<file path="src/rtl/max_pooling_layer_param.sv">
// max_pooling_layer_param
// 2x2 / stride-2 pooling over CHANNELS parallel raster-order pixel streams.
// MODE 0 takes the window maximum (signed or unsigned compare); MODE 1 takes
// the rounded window mean. The top row of each window pair is reduced
// horizontally and parked in a shared half-row line buffer. The bottom row
// completes the window, one column pair at a time. An odd last column or an
// odd last row is consumed and ignored.
module max_pooling_layer_param #(
    parameter int CHANNELS = 16,
    parameter int DATA_W   = 1,
    parameter int WIDTH    = 11,
    parameter int HEIGHT   = 11,
    parameter int SIGNED   = 0,
    parameter int MODE     = 0
) (
    input  logic                       clk,
    input  logic                       rst_n,
    input  logic                       valid_in,
    input  logic [CHANNELS*DATA_W-1:0] pixel_in,
    output logic [CHANNELS*DATA_W-1:0] maxpool_out,
    output logic                       valid_out,
    output logic                       frame_done
);

    // Pooled output grid and counter/buffer geometry.
    localparam int W2    = WIDTH / 2;
    localparam int H2    = HEIGHT / 2;
    localparam int COL_W = (WIDTH  > 2) ? $clog2(WIDTH)  : 1;
    localparam int ROW_W = (HEIGHT > 2) ? $clog2(HEIGHT) : 1;
    localparam int IDX_W = (W2 > 1) ? $clog2(W2) : 1;

    // Per-channel widths: pixel, horizontal pair (one growth bit), full window sum.
    localparam int PW    = DATA_W + 1;
    localparam int SW    = DATA_W + 2;
    localparam int BUS_W = CHANNELS * DATA_W;
    localparam int LB_W  = CHANNELS * PW;

    // Raster position of the pixel currently presented on pixel_in.
    logic [COL_W-1:0] r_col;
    logic [ROW_W-1:0] r_row;

    // Left pixel of the current horizontal pair, all channels.
    logic [BUS_W-1:0] r_hold;

    // One reduced top-row pair per output column, all channels.
    logic [LB_W-1:0]  r_lbuf [W2];

    // Registered outputs.
    logic [BUS_W-1:0] r_out;
    logic             r_valid_out;
    logic             r_frame_done;

    // Decoded position and enables for the current input pixel.
    logic             w_col_last;
    logic             w_row_last;
    logic             w_hold_en;
    logic             w_lb_wr_en;
    logic             w_out_en;
    logic [IDX_W-1:0] w_idx;

    // Line-buffer read data, new pair to store, finished window results.
    logic [LB_W-1:0]  w_lb_rd;
    logic [LB_W-1:0]  w_pair;
    logic [BUS_W-1:0] w_result;

    // Ordering compare. Signed mode flips the sign bit so that a plain
    // unsigned compare orders two's-complement values correctly.
    function automatic logic f_gt(input logic [DATA_W-1:0] a,
                                  input logic [DATA_W-1:0] b);
        logic [DATA_W-1:0] a_k;
        logic [DATA_W-1:0] b_k;
        a_k = a;
        b_k = b;
        if (SIGNED != 0) begin
            a_k[DATA_W-1] = ~a[DATA_W-1];
            b_k[DATA_W-1] = ~b[DATA_W-1];
        end
        return a_k > b_k;
    endfunction

    // Larger of two pixels under the configured signedness.
    function automatic logic [DATA_W-1:0] f_max(input logic [DATA_W-1:0] a,
                                                input logic [DATA_W-1:0] b);
        return f_gt(a, b) ? a : b;
    endfunction

    // Widen a pixel by one bit (sign- or zero-extend).
    function automatic logic [PW-1:0] f_ext1(input logic [DATA_W-1:0] a);
        return {((SIGNED != 0) && a[DATA_W-1]), a};
    endfunction

    // Widen a pair value by one more bit (sign- or zero-extend).
    function automatic logic [SW-1:0] f_ext2(input logic [PW-1:0] a);
        return {((SIGNED != 0) && a[PW-1]), a};
    endfunction

    // Horizontal reduction of the top row: max, or a growth-safe sum.
    function automatic logic [PW-1:0] f_pair(input logic [DATA_W-1:0] h,
                                             input logic [DATA_W-1:0] p);
        if (MODE == 0) begin
            return {1'b0, f_max(h, p)};
        end
        return f_ext1(h) + f_ext1(p);
    endfunction

    // Finish a window from the buffered top pair and the bottom-row pixels.
    // The mean keeps bits [SW-1:2] of (sum + 2). Those bits equal the
    // arithmetic shift truncated to DATA_W, for either signedness.
    function automatic logic [DATA_W-1:0] f_comb(input logic [PW-1:0]     lb,
                                                 input logic [DATA_W-1:0] h,
                                                 input logic [DATA_W-1:0] p);
        logic [SW-1:0] sum;
        if (MODE == 0) begin
            return f_max(lb[DATA_W-1:0], f_max(h, p));
        end
        sum = f_ext2(lb) + f_ext2(f_ext1(h)) + f_ext2(f_ext1(p)) + SW'(2);
        return sum[SW-1:2];
    endfunction

    // Position decode. An odd trailing column or row never enables storage
    // or output; its pixels are simply consumed.
    assign w_col_last = (r_col == COL_W'(WIDTH - 1));
    assign w_row_last = (r_row == ROW_W'(HEIGHT - 1));
    assign w_hold_en  = valid_in && !r_col[0] && (int'(r_col) < 2 * W2);
    assign w_lb_wr_en = valid_in && r_col[0] && !r_row[0] && (int'(r_row) < 2 * H2);
    assign w_out_en   = valid_in && r_col[0] && r_row[0];
    assign w_idx      = IDX_W'(r_col >> 1);
    assign w_lb_rd    = r_lbuf[w_idx];

    // Per-channel datapath: pair for the line buffer and finished window result.
    // NOTE: every always_comb output gets a default first so no latch is inferred.
    always_comb begin
        w_pair   = '0;
        w_result = '0;
        for (int c = 0; c < CHANNELS; c++) begin
            w_pair[c*PW +: PW] = f_pair(r_hold[c*DATA_W +: DATA_W],
                                        pixel_in[c*DATA_W +: DATA_W]);
            w_result[c*DATA_W +: DATA_W] = f_comb(w_lb_rd[c*PW +: PW],
                                                  r_hold[c*DATA_W +: DATA_W],
                                                  pixel_in[c*DATA_W +: DATA_W]);
        end
    end

    // Raster column/row counters. They advance only on accepted pixels.
    // NOTE: sequential state uses non-blocking assignments so every register
    //       samples the pre-edge values, independent of block ordering.
    always_ff @(posedge clk) begin
        if (!rst_n) begin
            r_col <= '0;
            r_row <= '0;
        end else if (valid_in) begin
            if (w_col_last) begin
                r_col <= '0;
                r_row <= w_row_last ? '0 : r_row + ROW_W'(1);
            end else begin
                r_col <= r_col + COL_W'(1);
            end
        end
    end

    // Data storage: horizontal hold register and half-row line buffer.
    // NOTE: no reset here; every entry is written before it is read in a frame,
    //       and leaving reset off keeps the buffer mappable to plain RAM.
    always_ff @(posedge clk) begin
        if (w_hold_en) begin
            r_hold <= pixel_in;
        end
        if (w_lb_wr_en) begin
            r_lbuf[w_idx] <= w_pair;
        end
    end

    // Registered result, valid pulse and end-of-frame pulse.
    // The result register holds its value between valid pulses.
    always_ff @(posedge clk) begin
        if (!rst_n) begin
            r_out        <= '0;
            r_valid_out  <= 1'b0;
            r_frame_done <= 1'b0;
        end else begin
            r_valid_out  <= w_out_en;
            r_frame_done <= valid_in && w_col_last && w_row_last;
            if (w_out_en) begin
                r_out <= w_result;
            end
        end
    end

    assign maxpool_out = r_out;
    assign valid_out   = r_valid_out;
    assign frame_done  = r_frame_done;

endmodule
</file>
<file path="config.mk">
export PLATFORM = sky130hd
export DESIGN_NAME = max_pooling_layer_param
export DESIGN_NICKNAME = d
export VERILOG_FILES = /design/src/rtl/max_pooling_layer_param.sv
export SDC_FILE = /design/constraint.sdc
export NUM_CORES = 1
export LEC_CHECK = 0
export CORE_MARGIN = 10
export CORE_UTILIZATION = 47
export CTS_CLUSTER_DIAMETER = 80
export CTS_CLUSTER_SIZE = 20
export DETAILED_ROUTE_END_ITERATION = 12
export GPL_TIMING_DRIVEN = 0
export HOLD_SLACK_MARGIN = 0.12
export PLACE_DENSITY = 0.69
export SLEW_MARGIN = 20
export SYNTH_ARGS = -nofsm -noshare
export SYNTH_HDL_FRONTEND = slang
export SYNTH_SLANG_ARGS = --single-unit
</file>
<file path="constraint.sdc">
create_clock -name clk -period 3 [get_ports clk]
set_input_delay 0.6 -clock clk [delete_from_list [all_inputs] [get_ports clk]]
set_output_delay 0.6 -clock clk [all_outputs]
set_load 0.01 [all_outputs]
</file>
==> results by group <==
Clock tree
  • Num CTS Buffers: 17
  • CTS root buffer: clkbuf_8
  • TritonCTS Sinks: 125
  • Clock transition at path regs: 0.06 ns
  • Hold_buf cts: 0
  • Post_cts resized: 0
  • CTS max path bufs: 2
  • Worst-Skew Late Latency: 0.52 ns
  • CTS tree: built
  • Post-CTS setup buffer count: 0
  • H-tree levels: 4

Synthesis
  • Synth warnings: 0
  • Synth top area cells: edfxtp_1 (59%), dfxtp_1 (12%), a221oi_2 (4.3%)
  • Top-count cell post-synth: edfxtp_1
  • Number of synthesized register bits: 125
  • Syn nets: 334
  • Post-Syn Area: 4920 µm²
  • Biggest area consumer among synthesized cells: edfxtp_1
  • Post-synth top flop: edfxtp_1
  • Sequential element share of the synthesized area: 70.4%
  • Synth Instances: 315
  • Avg Inst Size Synth: 15.6 µm²
  • Async SR Flop Fraction: 0%
  • Synth cell types: 45
  • Top-area cell type share of the netlist area: 58.6%
  • Synth top cells by count: edfxtp_1 (96), dfxtp_1 (29), nand2_1 (20)
  • Post-synth EDFFs: 96

Power and ir drop
  • Pwr/cell area: 660 nW/µm²
  • Comb pwr share: 4.0%
  • Clock share of power: 48.9%
  • Net Sw Frac: 20.1%
  • P_leak: 0.00215 µW
  • Seq pwr share: 47.1%
  • Max IR drop VDD: 0.405 mV
  • NetSw: 814 µW
  • Int Power: 3240 µW

Floorplanning
  • Die area: 15000 µm²
  • CORE AREA: 10300 µm²
  • Die Ht: 122 µm
  • I/O pin total: 37
  • Placement Rows: 37
  • Initial core utilization: 47.9%
  • Die X-Extent: 122 µm

STA
  • Final setup TNS: 0 ns
  • F_max: 483 MHz
  • Worst hold slack: 0.482 ns
  • Setup ws final: 0.928 ns
  • Final setup violation count: 0
  • Min Tclk post-route: 2.07 ns
  • Hold Fails Final Rpt: 0
  • Period utilization: 69.1%
  • Clock skew: 0.00743 ns
  • Measured slew at the worst slew-check pin: 0.743 ns
  • Unrepaired setup endpoints after global routing: false
  • Slew Limit Fails: 0
  • Rel. slew slack: 50.0%

Routing
  • Remaining DRCs: 0
  • Drt initial violations: 137
  • Antenna viol nets, final: 0
  • Drt total wl: 10200 µm
  • Via count: 2832
  • Avg WL per Cell: 19.2 µm
  • Vias per cell: 5.35
  • Initial DRT Pass Iterations: 4

Worst setup path
  • CP Capture Type: flip-flop
  • Reg-to-Reg Start: r_row[2]
  • Number of buffers and inverters on the critical path: 1
  • Slowest CP cell: or4_4
  • Crit path kind: reg -> reg
  • CP cell instances: o21a_1 -> or4_4 -> nor3_2 -> buf_4
  • Critical path fanouts, max: 7
  • FF-to-FF setup slack: 0.93 ns
  • Levels on crit path: 4
  • FF-to-FF End: r_lbuf[2][6]
  • WP data required: 3.23 ns
  • Kind of cell adding the most delay to the critical path: simple AND/OR/NAND/NOR gates
  • Worst Setup SP: r_row[2]
  • Critical path arrival: 2.30 ns
  • R2r worst-path depth: 4
  • Crit-path max cell delay: 0.53 ns
  • CP startpoint kind: flip-flop

Cells and area
  • Layout cell share with drive strength beyond 1: 31.6%
  • Fillcell total: 776
  • Fin nets: 399
  • Layout area overhead: 24.7%
  • Antenna fix cells: 0
  • Layout Cell Area excl Fill: 6140 µm²

Global route
  • Tot GR Track Use: 14.2%
  • First-pass GRT wire length: 15800 µm
  • Met2 Usage GRT: 23.5%
  • GRT Max-Usage Layer: met2
  • Number of global-route vias before repair: 2934
  • Largest net degree at the start of global routing: 17
  • Met1 usage: 16.6%
  • Initial antenna violation count: 0
  • Met3 Track Usage GR: 4.18%
  • Total grt overflow: 0

Job
  • Number of max-cap violations: 0

Placed design
  • Gp weighted congestion: 0.835
  • DP Worst Slack: 0.609 ns
  • Port-buffer cells: 34
  • DP Area: 5560 µm²
  • Detail Placement HPWL: 6610 µm

Worst hold path
  • Hold Path Class: in -> reg
  • Hold Path Sink: r_col[0]
  • Hold path startpoint: valid_in
  • Worst Hold Depth: 3

Status
  • Status: finished, final reports clean
[power by group through the flow]
stage | combinational, µW | clock [µW] | sequential [µW]
floorplan | 95.9 | 0 | 1940
global placement | 146 | 0 | 1940
detailed placement | 160 | 0 | 1940
CTS | 161 | 2010 | 1910
global route | 177 | 2090 | 1910
finish | 160 | 1980 | 1910
[state kept, by name (all words and copies together), names as in the netlist, named ones only]
register,flops
maxpool_out,16
valid_out,1
frame_done,1
r_col,4
r_lbuf,80
r_row,4
r_hold,16
[routing by layer]
layer	vias to the layer above	share of wire, %
met2	65	51
met4	0	1.9
met5	-	0
met3	17	5.1
li1	1349	-
met1	1401	42
[cell type report]
cell class	instances	area (µm²)	area share [%]
multi-input combinational	167	1360	22.2
clock buffer	18	428	6.97
sequential	125	3460	56.4
timing repair buffer	46	439	7.16
tap	136	170	2.77
inverter	5	18.8	0.306
clock inverter	14	150	2.45
buffer	18	106	1.73
[kinds of logic (layout without fill, tap and decap cells)]
kind of cell,Yosys count,after routing,synth area share [%]
AOI/OAI and AO/OA,64,64,10.4
muxes,33,33,8.60
xor gates and xnor gates,1,1,0.178
buffers and inverters,23,101,2.54
and+or+nand+nor,69,69,7.86
DFF,125,125,70.4
[worst max path at each step]
stage,endpoint,slack (ns)
2_1_floorplan,r_lbuf[4][0],0.09
3_3_place_gp,r_lbuf[4][10],-1.23
3_5_place_dp,r_lbuf[2][1],0.61
4_1_cts,r_lbuf[2][6],0.90
5_1_grt,r_lbuf[2][11],0.82
6_report,r_lbuf[2][6],0.93
[cell usage in the layout (no fill, tap or decap), drive strengths merged, types with 6 or more instances in the layout]
cell / instances
clkdlybuf4s50: 34
nor2: 6
a221oi: 16
nor2b: 6
clkbuf: 21
nand2: 20
or2: 16
mux2: 32
edfxtp: 96
o21ai: 19
dfxtp: 29
buf: 27
clkinv: 8
a31oi: 16
[per-stage QoR]
step | total power (µW) | std cells | utilization [%]
detailed placement | 2100 | 497 | 54.1
CTS | 4080 | 529 | 59.7
finish | 4050 | 529 | 59.7
floorplan | 2040 | 315 | -
global placement | 2090 | 485 | 52.8
global route | 4170 | 529 | 59.7
[worst reg2reg max path, stage by stage (launching register included)]
cell and delay (ns):
dfxtp_1 0.36, o21a_1 0.23, or4_4 0.53, nor3_2 0.41
buf_4 0.26
Power figures use the tool's default switching activity.
